--- config.mk ---
export PLATFORM = sky130hd
export DESIGN_NAME = cpu_paddle_driver_flat
export DESIGN_NICKNAME = d
export VERILOG_FILES = /design/src/rtl/pong_pkg.sv /design/src/rtl/cpu_paddle_driver_if.sv /design/src/rtl/axis_steer.sv /design/src/rtl/cpu_paddle_driver.sv /design/src/flat_wrapper.sv
export SDC_FILE = /design/constraint.sdc
export NUM_CORES = 1
export LEC_CHECK = 0
export ABC_CLOCK_PERIOD_IN_PS = 6150
export BUFFER_PORTS_ARGS = -buffer_cell sky130_fd_sc_hd__buf_2
export CAP_MARGIN = 20
export CORE_UTILIZATION = 45
export CTS_CLUSTER_DIAMETER = 100
export DETAILED_ROUTE_END_ITERATION = 16
export SYNTH_ARGS = -nofsm -noshare
export SYNTH_HDL_FRONTEND = slang
export SYNTH_SLANG_ARGS = --single-unit
--- constraint.sdc ---
create_clock -name clock -period 6.15 [get_ports clock]
set_input_delay 1.5375 -clock clock [delete_from_list [all_inputs] [get_ports clock]]
set_output_delay 1.5375 -clock clock [all_outputs]
set_load 0.005 [all_outputs]
--- src/rtl/pong_pkg.sv ---
// Shared paddle-subsystem types: widths, button bits, CPU FSM states.
// Also carries the absolute-difference helper used for distances.
package pong_pkg;

  localparam int X_W = 8;
  localparam int Y_W = 9;

  localparam int BTN_DOWN  = 0;
  localparam int BTN_UP    = 1;
  localparam int BTN_LEFT  = 2;
  localparam int BTN_RIGHT = 3;

  localparam int DEF_HOME_X      = 115;
  localparam int DEF_HOME_Y      = 240;
  localparam int DEF_DEAD_ZONE   = 2;
  localparam int DEF_STRIKE_DIST = 20;
  localparam int DEF_REACT_TICKS = 6;

  typedef enum logic [2:0] {
    ST_IDLE   = 3'd0,
    ST_WAIT   = 3'd1,
    ST_TRACK  = 3'd2,
    ST_STRIKE = 3'd3,
    ST_RETURN = 3'd4
  } state_e;

  // Compare first, then subtract, so no signed wrap is possible.
  function automatic logic [Y_W-1:0] absdiff(
    input logic [Y_W-1:0] a,
    input logic [Y_W-1:0] b
  );
    return (a >= b) ? (a - b) : (b - a);
  endfunction

endpackage

--- src/rtl/cpu_paddle_driver_if.sv ---
// Bundle between the ball/paddle logic and the CPU paddle driver.
// master drives ball/paddle/strobe, slave returns buttons and state.
interface cpu_paddle_driver_if;
  import pong_pkg::*;

  logic           enable;
  logic           tick;
  logic [X_W-1:0] ballXValue;
  logic [Y_W-1:0] ballYValue;
  logic [X_W-1:0] paddleXValue;
  logic [Y_W-1:0] paddleYValue;
  logic [3:0]     button;
  logic [2:0]     state;

  modport master (
    output enable,
    output tick,
    output ballXValue,
    output ballYValue,
    output paddleXValue,
    output paddleYValue,
    input  button,
    input  state
  );

  modport slave (
    input  enable,
    input  tick,
    input  ballXValue,
    input  ballYValue,
    input  paddleXValue,
    input  paddleYValue,
    output button,
    output state
  );

endinterface

--- src/rtl/axis_steer.sv ---
// One-axis steering: active-low {minus, plus} from target vs position.
// Errors within the dead zone release both buttons.
module axis_steer #(
  parameter int W = 8
) (
  input  logic [W-1:0] i_target,
  input  logic [W-1:0] i_pos,
  input  logic [W-1:0] i_dead,
  output logic         o_minus_n,
  output logic         o_plus_n
);

  logic         w_ahead;
  logic [W-1:0] w_diff;

  assign w_ahead = (i_target > i_pos);
  assign w_diff  = w_ahead ? (i_target - i_pos)
                           : (i_pos - i_target);

  always_comb begin
    o_minus_n = 1'b1;
    o_plus_n  = 1'b1;
    if (w_diff > i_dead) begin
      if (w_ahead) o_plus_n  = 1'b0;
      else         o_minus_n = 1'b0;
    end
  end

endmodule

--- src/rtl/cpu_paddle_driver.sv ---
// Computer opponent: per-tick FSM that presses the paddle-mover
// buttons so the second paddle tracks and strikes the ball.
module cpu_paddle_driver
  import pong_pkg::*;
#(
  parameter int HOME_X         = DEF_HOME_X,
  parameter int HOME_Y         = DEF_HOME_Y,
  parameter int DEAD_ZONE      = DEF_DEAD_ZONE,
  parameter int STRIKE_DIST    = DEF_STRIKE_DIST,
  parameter int REACTION_TICKS = DEF_REACT_TICKS
) (
  input  logic                clock,
  input  logic                reset,
  cpu_paddle_driver_if.slave  bus
);

  localparam logic [X_W-1:0] L_HX   = X_W'(HOME_X);
  localparam logic [Y_W-1:0] L_HY   = Y_W'(HOME_Y);
  localparam logic [X_W-1:0] L_DZX  = X_W'(DEAD_ZONE);
  localparam logic [Y_W-1:0] L_DZY  = Y_W'(DEAD_ZONE);
  localparam logic [Y_W-1:0] L_SD   = Y_W'(STRIKE_DIST);
  localparam logic [4:0]     L_RT   = 5'(REACTION_TICKS);

  state_e         r_state;
  logic [3:0]     r_button;
  logic [3:0]     r_cnt;
  logic [Y_W-1:0] r_prev_dist;
  logic           r_appr;

  state_e         w_state_nx;
  logic [3:0]     w_cnt_nx;
  logic [Y_W-1:0] w_dist;
  logic           w_appr_nx;
  logic           w_wait_done;
  logic           w_home;
  logic           w_steer;
  logic [X_W-1:0] w_tgt_x;
  logic [Y_W-1:0] w_tgt_y;
  logic           w_x_minus_n;
  logic           w_x_plus_n;
  logic           w_y_minus_n;
  logic           w_y_plus_n;
  logic [3:0]     w_button_nx;

  assign w_dist = absdiff(bus.ballYValue, bus.paddleYValue);

  assign w_wait_done =
    ({1'b0, r_cnt} + 5'd1 >= L_RT);

  assign w_home =
    (absdiff({1'b0, bus.paddleXValue}, {1'b0, L_HX})
       <= L_DZY) &&
    (absdiff(bus.paddleYValue, L_HY) <= L_DZY);

  always_comb begin
    w_appr_nx = r_appr;
    if (w_dist < r_prev_dist)
      w_appr_nx = 1'b1;
    else if (w_dist > r_prev_dist)
      w_appr_nx = 1'b0;
  end

  always_comb begin
    w_state_nx = r_state;
    w_cnt_nx   = r_cnt;
    if (!bus.enable) begin
      w_state_nx = ST_IDLE;
      w_cnt_nx   = '0;
    end else begin
      unique case (r_state)
        ST_IDLE: begin
          if (r_appr) begin
            w_state_nx = ST_WAIT;
            w_cnt_nx   = '0;
          end
        end
        ST_WAIT: begin
          w_cnt_nx = r_cnt + 4'd1;
          if (w_wait_done)
            w_state_nx = ST_TRACK;
          else if (!r_appr)
            w_state_nx = ST_RETURN;
        end
        ST_TRACK: begin
          if (w_dist <= L_SD)
            w_state_nx = ST_STRIKE;
          else if (!r_appr)
            w_state_nx = ST_RETURN;
        end
        ST_STRIKE: begin
          if (!r_appr)
            w_state_nx = ST_RETURN;
        end
        ST_RETURN: begin
          if (r_appr) begin
            w_state_nx = ST_WAIT;
            w_cnt_nx   = '0;
          end else if (w_home) begin
            w_state_nx = ST_IDLE;
          end
        end
        default: w_state_nx = ST_IDLE;
      endcase
    end
  end

  // Targets follow the state being entered, not the one being left.
  always_comb begin
    w_steer = 1'b0;
    w_tgt_x = L_HX;
    w_tgt_y = L_HY;
    unique case (w_state_nx)
      ST_TRACK: begin
        w_steer = 1'b1;
        w_tgt_x = bus.ballXValue;
      end
      ST_STRIKE: begin
        w_steer = 1'b1;
        w_tgt_x = bus.ballXValue;
        w_tgt_y = bus.ballYValue;
      end
      ST_RETURN: w_steer = 1'b1;
      default:   w_steer = 1'b0;
    endcase
  end

  axis_steer #(.W(X_W)) u_steer_x (
    .i_target  (w_tgt_x),
    .i_pos     (bus.paddleXValue),
    .i_dead    (L_DZX),
    .o_minus_n (w_x_minus_n),
    .o_plus_n  (w_x_plus_n)
  );

  axis_steer #(.W(Y_W)) u_steer_y (
    .i_target  (w_tgt_y),
    .i_pos     (bus.paddleYValue),
    .i_dead    (L_DZY),
    .o_minus_n (w_y_minus_n),
    .o_plus_n  (w_y_plus_n)
  );

  always_comb begin
    w_button_nx = 4'hF;
    if (w_steer) begin
      w_button_nx[BTN_RIGHT] = w_x_plus_n;
      w_button_nx[BTN_LEFT]  = w_x_minus_n;
      w_button_nx[BTN_UP]    = w_y_minus_n;
      w_button_nx[BTN_DOWN]  = w_y_plus_n;
    end
  end

  always_ff @(posedge clock or negedge reset) begin
    if (!reset) begin
      r_state     <= ST_IDLE;
      r_button    <= 4'hF;
      r_cnt       <= '0;
      r_prev_dist <= '1;
      r_appr      <= 1'b0;
    end else if (bus.tick) begin
      r_state     <= w_state_nx;
      r_button    <= w_button_nx;
      r_cnt       <= w_cnt_nx;
      r_prev_dist <= w_dist;
      r_appr      <= w_appr_nx;
    end
  end

  assign bus.button = r_button;
  assign bus.state  = r_state;

  a_no_opposed: assert property (
    @(posedge clock) disable iff (!reset)
    (r_button[BTN_UP]   | r_button[BTN_DOWN]) &&
    (r_button[BTN_LEFT] | r_button[BTN_RIGHT])
  );

endmodule

--- src/flat_wrapper.sv ---
// flat-port wrapper written by rule: the top's interface ports become plain ports
module cpu_paddle_driver_flat import pong_pkg::*;
#(
  parameter int HOME_X         = DEF_HOME_X,
  parameter int HOME_Y         = DEF_HOME_Y,
  parameter int DEAD_ZONE      = DEF_DEAD_ZONE,
  parameter int STRIKE_DIST    = DEF_STRIKE_DIST,
  parameter int REACTION_TICKS = DEF_REACT_TICKS
)
  (clock, reset, bus_enable, bus_tick, bus_ballXValue, bus_ballYValue, bus_paddleXValue, bus_paddleYValue, bus_button, bus_state);
  cpu_paddle_driver_if bus_i ();
  input  logic clock;
  input  logic reset;
  input wire logic [$bits(bus_i.enable)-1:0] bus_enable;
  input wire logic [$bits(bus_i.tick)-1:0] bus_tick;
  input wire logic [$bits(bus_i.ballXValue)-1:0] bus_ballXValue;
  input wire logic [$bits(bus_i.ballYValue)-1:0] bus_ballYValue;
  input wire logic [$bits(bus_i.paddleXValue)-1:0] bus_paddleXValue;
  input wire logic [$bits(bus_i.paddleYValue)-1:0] bus_paddleYValue;
  output wire logic [$bits(bus_i.button)-1:0] bus_button;
  output wire logic [$bits(bus_i.state)-1:0] bus_state;
  assign bus_i.enable = bus_enable;
  assign bus_i.tick = bus_tick;
  assign bus_i.ballXValue = bus_ballXValue;
  assign bus_i.ballYValue = bus_ballYValue;
  assign bus_i.paddleXValue = bus_paddleXValue;
  assign bus_i.paddleYValue = bus_paddleYValue;
  assign bus_button = bus_i.button;
  assign bus_state = bus_i.state;
  cpu_paddle_driver #(.HOME_X(HOME_X), .HOME_Y(HOME_Y), .DEAD_ZONE(DEAD_ZONE), .STRIKE_DIST(STRIKE_DIST), .REACTION_TICKS(REACTION_TICKS)) u_core (.clock(clock), .reset(reset), .bus(bus_i));
endmodule
==> run metrics, run 1 <==
post-layout min period 6.368 ns; Leak Pwr 3.071 nW; register share of total power 22.9%; synthesized cell area 4367 um2; failing checks negative setup slack; mux cell area share after synthesis 5.158%; unrepaired setup endpoints after global routing yes; die height 100.5 um; diode count 0; post-DP HPWL 10840 um; CP Launch Type input pin; Max-slew headroom 27.26%; Fmax 157.0 MHz; H-Tree Depth 1; ranking of synthesized cells by area ha_1 (19%), dfstp_2 (7.8%), a21oi_1 (5.2%); Mean Syn Cell Area 7.701 um2; total gr overflow 0; Post-synth top cells ha_1 (67), inv_1 (51), nand2_1 (50); Starting Density 46.81%; post-synthesis simple-gate area fraction 21.58%; period utilization 103.5%; CTS Buffer Depth 2; initial antenna violation count 0; R2R depth 24; CTS tree built; CTS Buf Count 3; clock power share 11.5%; post-route setup slack -0.2179 ns; worst-skew pair later-pin latency 0.27 ns; predominant post-synthesis flop cell dfstp_2; Setup CP Type input pin to register; sw power 0.3707 mW; Final setup viols 4; critical path depth 25; total die area 10100 um2; status finished with violations; Via density 5.584; DRT Wirelength 14520 um; Arrival @ worst endpoint 6.58 ns; sequential share of the synthesized area 12.41%; Largest delay share family, worst path compound AO/OA/AOI/OAI gates; IO buf count 44; DIE WIDTH 100.5 um; Hold Crit Depth 2; layout cells sized above 1 44.53%; # IOs 45; Synth async-reset ratio 100.0%; largest family of logic cells by synthesized area compound AO/OA/AOI/OAI gates; Post-Synth Adder-Cell Area 22.18%; vias in the first global route 4898; net count after synthesis 678; CP Buf/Inv Count 5; Max Slew Vio Count 0; Hold Vio Cnt, Final 0; antenna viol nets, final 0; most common cell in the netlist ha_1; CORE AREA 9328 um2; cell taking the most area after synthesis ha_1; post-synthesis compound-gate area fraction 27.13%; initial DRC count 293; post-route setup TNS -0.5798 ns; mean routed wirelength per cell 16.35 um; Synth-to-Final Area Change 53.75%; sw frac 43.01%; Int Power 0.4912 mW; nets@finish 871; row count 35; root buffer cell clkbuf_8; Filler cells 730; Synth Warn # 0; skew final 0.005308 ns; Unique masters post-synth 69; placed insts 848; drc violations 0; Min-Delay Path Class register to register; number of synthesized flops with an enable pin 0; Clock transition at path regs 0.09 ns; Clock Sinks 21; xor/xnor share of the synthesized area 4.613%; GP Congestion 0.9565; vias 4959; crit-path max FO 7; Synth Instances 567; Max Cap Viol 0; CP required 6.36 ns; post-route insts no fill 888; top-area cell type share of the netlist area 19.20%; Max stage delay cell, worst path or3_4; Max stage delay on crit path 0.39 ns; pwr/cell area 128.4 nW/um2; largest net degree at the start of global routing 30; combinational power share 65.6%; Worst Max-Slew Pin Slew 1.081 ns; first-pass GRT wire length 23520 um; All-Layer GR Usage 29.16%; Peak VDD IR 0.08892 mV; #FFs+latches synth 21; crit end category register; 1st-pass router iterations 6
==> registers in the layout, summed over array words and instances (netlist names) <==
register	cells
u_core.r_cnt	4
u_core.bus.state	3
u_core.r_prev_dist	9
u_core.r_appr	1
u_core.bus.button	4
==> final timing paths <==
kind                                         end             startpoint  slack, ns
max reg2reg                 u_core.bus.button[0]        u_core.r_cnt[1]       0.70
min reg2reg                u_core.r_prev_dist[0]  u_core.r_prev_dist[0]       0.50
max                         u_core.bus.button[0]    bus_paddleYValue[6]      -0.22
min in group asynchronous    u_core.bus.state[0]                  reset       1.23
max in group asynchronous  u_core.r_prev_dist[8]                  reset       4.56
min                        u_core.r_prev_dist[0]  u_core.r_prev_dist[0]       0.50
==> power by group through the flow <==
| stage | clock, mW | sequential (mW) | combinational [mW] |
|---|---|---|---|
| after global placement | 0 | 0.197 | 0.461 |
| after CTS | 0.102 | 0.196 | 0.534 |
| after floorplan | 0 | 0.186 | 0.304 |
| after global routing | 0.107 | 0.201 | 0.620 |
| after detailed placement | 0 | 0.199 | 0.467 |
| final | 0.0991 | 0.197 | 0.566 |
==> worst reg2reg max path, delay by kind of cell (launching register included) <==
kind,cells,cell delay (ns)
multiplexers,1,0.24
XOR/XNOR,1,0.14
adder cells (fa/ha/maj),2,0.55
AND/OR/NAND/NOR,8,1.44
buffers and inverters,5,0.66
flip-flops,1,0.44
AO/OA/AOI/OAI,7,1.91
==> placed cells by master, fill, tap and decap left out, drive strengths merged, types with 5 or more instances in the layout <==
cell type,instances
nor2,37
o211ai,8
o31ai,8
nand2b,13
a221oi,5
nor3,9
buf,206
nand4,8
a41oi,5
mux2i,12
a211oi,12
nor2b,17
xor2,7
fa,6
nand3,13
and2,13
a21oi,48
inv,51
a21o,16
xnor2,16
dfstp,13
ha,67
nand2,52
mux2,9
nor4,5
dfrtp,8
a31oi,6
o21ai,40
==> kinds of logic after synthesis <==
logic type | Yosys count
buffers and inverters | 70
and+or+nand+nor | 184
adders and majority gates | 74
xor gates and xnor gates | 23
AOI/OAI and AO/OA | 174
muxes | 21
DFF | 21
==> per-stage QoR <==
stage / setup WS, ns / cell area (um2) / power (mW) / utilization, % / hold WS [ns]
2_1_floorplan: -0.2048 / 4507 / 0.4901 / - / 0.4682
3_3_place_gp: -0.6653 / 5697 / 0.6574 / 61.07 / 0.4788
3_5_place_dp: -0.8052 / 5697 / 0.6655 / 61.07 / 0.4891
4_1_cts: -0.09612 / 6490 / 0.8318 / 69.58 / 0.5024
5_1_grt: -0.4316 / 6714 / 0.9273 / 71.98 / 0.5198
6_report: -0.2179 / 6714 / 0.8619 / 71.98 / 0.5013
==> layout make-up <==
cell class | count | area, um2 | share of cell area, %
clock buffer | 3 | 41.29 | 0.6150
clock inverter | 1 | 5.005 | 0.07454
inverter | 51 | 206.4 | 3.075
multi-input combinational | 477 | 4210 | 62.71
sequential | 21 | 541.8 | 8.069
tap | 129 | 161.4 | 2.404
timing repair buffer | 206 | 1548 | 23.05
==> routing by layer <==
layer  track usage (%)  share of wire (%)  up-vias
li1                  -                  -     2423
met1             36.42                 44     2387
met2             53.74                 51      131
met3             3.051                3.4       18
met4             6.466                1.3        0
met5                 0                  0        -
==> timing repair <==
action / 4_1_cts / 5_1_grt
gates resized for setup: 102 / 38
setup buffers: 25 / 11
pin swaps: 42 / 30
gates cloned: 2 / 0
endpoints found under the setup margin: 4 / 4
hold buffers: 0 / 0
Power figures use the tool's default switching activity.
==> run 2, diff against run 1 <==
--- a/config.mk
+++ b/config.mk
@@ -8,6 +8,7 @@
 export ABC_CLOCK_PERIOD_IN_PS = 6150
 export BUFFER_PORTS_ARGS = -buffer_cell sky130_fd_sc_hd__buf_2
 export CAP_MARGIN = 20
+export CORE_ASPECT_RATIO = 0.9
 export CORE_UTILIZATION = 45
 export CTS_CLUSTER_DIAMETER = 100
 export DETAILED_ROUTE_END_ITERATION = 16
==> run 2 against run 1 <==
The run still ends with negative setup slack left. First-iteration DRC count rose by 34%. Global-route usage fell by 1.3 points. Register-to-register slack got worse by 0.15 ns. Critical endpoint is now u_core.bus.button[1]. Largest cell class unchanged. Sequential share of layout area barely moved. Highest routed layer unchanged. Die area barely moved. Largest power group unchanged. Sequential power barely moved. Utilization rose by 0.78 points. Non-clock buffer count fell by 5.
==> run metrics, run 2 (synthesis gave the netlist of run 1 again) <==
largest net degree at the start of global routing 30 (unchanged); post-route setup TNS -0.7499 ns (-0.1701 ns); worst-skew pair later-pin latency 0.27 ns (about the same); Max Cap Viol 0 (unchanged); Max Slew Vio Count 0 (unchanged); pwr/cell area 128.3 nW/um2 (about the same); post-route cell area 6729 um2 (+0.22%); total gr overflow 0 (unchanged); Design Power 0.8632 mW (+0.15%); Final setup viols 4 (unchanged); die height 95.45 um (-5.0%); mean routed wirelength per cell 17.10 um (+4.6%); Worst Max-Slew Pin Slew 1.173 ns (+0.09128 ns); unrepaired setup endpoints after global routing yes; vias 4875 (-1.7%); drc violations 0 (unchanged); commonest cells after routing, fill and taps aside buf_4 (143), nand2_1 (45), ha_1 (44), inv_1 (40), buf_2 (40); Filler cells 693 (-5.1%); Arrival @ worst endpoint 6.61 ns (+0.03 ns); status finished with violations; period utilization 104.5% (+0.98 points); initial antenna violation count 0 (unchanged); Fmax 155.6 MHz (-0.93%); diode count 0 (unchanged); IO buf count 44 (unchanged); initial DRC count 393 (+34%); DRT Wirelength 14980 um (+3.2%); Via density 5.565 (-0.35%); CP Buf/Inv Count 7 (+2); Largest delay share family, worst path compound AO/OA/AOI/OAI gates; post-layout min period 6.428 ns (+0.05997 ns); Leak Pwr 3.053 nW (-0.59%); placed insts 838 (-1.2%); antenna viol nets, final 0 (unchanged); Max-slew headroom 21.12% (-6.1 points); failing checks negative setup slack; vias in the first global route 4677 (-4.5%); Biggest register u_core.r_prev_dist; fin util 72.75% (+0.78 points); Max stage delay on crit path 0.33 ns (-0.06 ns); total die area 10100 um2 (about the same); Placed Area 5665 um2 (-0.55%); commonest non-fill, non-tap cell in the layout buf_4; Min-Delay Path Class register to register; CTS Buffer Depth 2 (unchanged); 1st-pass router iterations 5 (-1); hold buffers post-CTS 0 (unchanged); crit end category register; H-Tree Depth 1 (unchanged); WHS 0.4949 ns (-0.006412 ns); layout cells sized above 1 45.36% (+0.83 points); CP required 6.33 ns (-0.03 ns); Setup CP Type input pin to register; GP Congestion 0.9213 (-3.7%); root buffer cell clkbuf_8; All-Layer GR Usage 27.85% (-1.3 points); CORE AREA 9249 um2 (-0.85%); CP Launch Type input pin; crit-path max FO 8 (+1); post-DP HPWL 10790 um (-0.40%); Synth-to-Final Area Change 54.10%; Max stage delay cell, worst path or2_4; Hold Vio Cnt, Final 0 (unchanged); skew final 0.01236 ns (+0.007054 ns); max reg flops 9 (unchanged); Clock transition at path regs 0.09 ns (about the same); post-route insts no fill 876 (-1.4%); Peak VDD IR 0.09540 mV (+7.3%); Clock Sinks 21 (unchanged); CTS Buf Count 3 (unchanged); Starting Density 47.21% (+0.40 points); DIE WIDTH 105.8 um (+5.3%); nets@finish 866 (-0.57%); row count 33 (-5.7%); # IOs 45 (unchanged); post-route setup slack -0.2779 ns (-0.05997 ns); CTS tree built; R2R Setup Slk 0.55 ns (-0.15 ns); first-pass GRT wire length 22450 um (-4.6%); worst slack, placed -0.6961 ns (+0.1091 ns)
run 2: worst reg2reg max path: stages (launching register included):
cell	delay (ns)
dfrtp_1	0.47
ha_1	0.34
nand2b_1	0.09
nor4b_1	0.27
o21ai_0	0.12
o21ai_0	0.14
nor2_1	0.13
a21boi_0	0.92
a221oi_4	0.18
buf_12	0.19
buf_12	0.14
and2_1	0.16
ha_1	0.30
nand4_1	0.12
or3_4	0.39
o211ai_1	0.14
buf_4	0.18
mux2_2	0.37
a221oi_4	0.21
xor2_1	0.23
nand4_1	0.19
a41oi_2	0.27
run 2: report_power, final:
| group | internal, mW | total, mW | leakage, nW | switching, mW |
|---|---|---|---|---|
| registers | 0.171 | 0.196 | 0.244 | 0.0250 |
| clock network | 0.0452 | 0.0950 | 0.0255 | 0.0498 |
| logic | 0.276 | 0.573 | 2.78 | 0.297 |
run 2: final timing paths:
check,cells past startpoint,end,start
setup / recovery,26,u_core.bus.button[1],bus_ballYValue[6]
hold / removal,2,u_core.bus.button[3],u_core.bus.button[3]
setup reg to reg,21,u_core.bus.button[1],u_core.r_cnt[0]
hold reg to reg,2,u_core.bus.button[3],u_core.bus.button[3]
max in group asynchronous,1,u_core.bus.button[2],reset
min in group asynchronous,1,u_core.r_appr,reset
run 2: routing by layer:
metal  global-route usage, %  routed length [um]  vias to the layer above
li1                        -                   -                     2412
met2                   48.37                7241                      152
met4                   7.407                 252                        0
met3                   1.640                 747                       19
met1                   37.68                6737                     2292
met5                       0                   0                        -
run 2: timing repair:
item	CTS	global route
endpoints found under the setup margin	4	4
cloned	2	1
gates resized for setup	52	83
setup buffers	18	15
pin swaps	38	63
run 2: layout make-up:
cell class / instances / area (um2) / share of cell area (%)
multi-input combinational: 477 / 4245 / 63.09
timing repair buffer: 201 / 1539 / 22.87
sequential: 21 / 541.8 / 8.051
inverter: 51 / 203.9 / 3.031
tap: 122 / 152.6 / 2.268
clock buffer: 3 / 41.29 / 0.6136
clock inverter: 1 / 5.005 / 0.07438
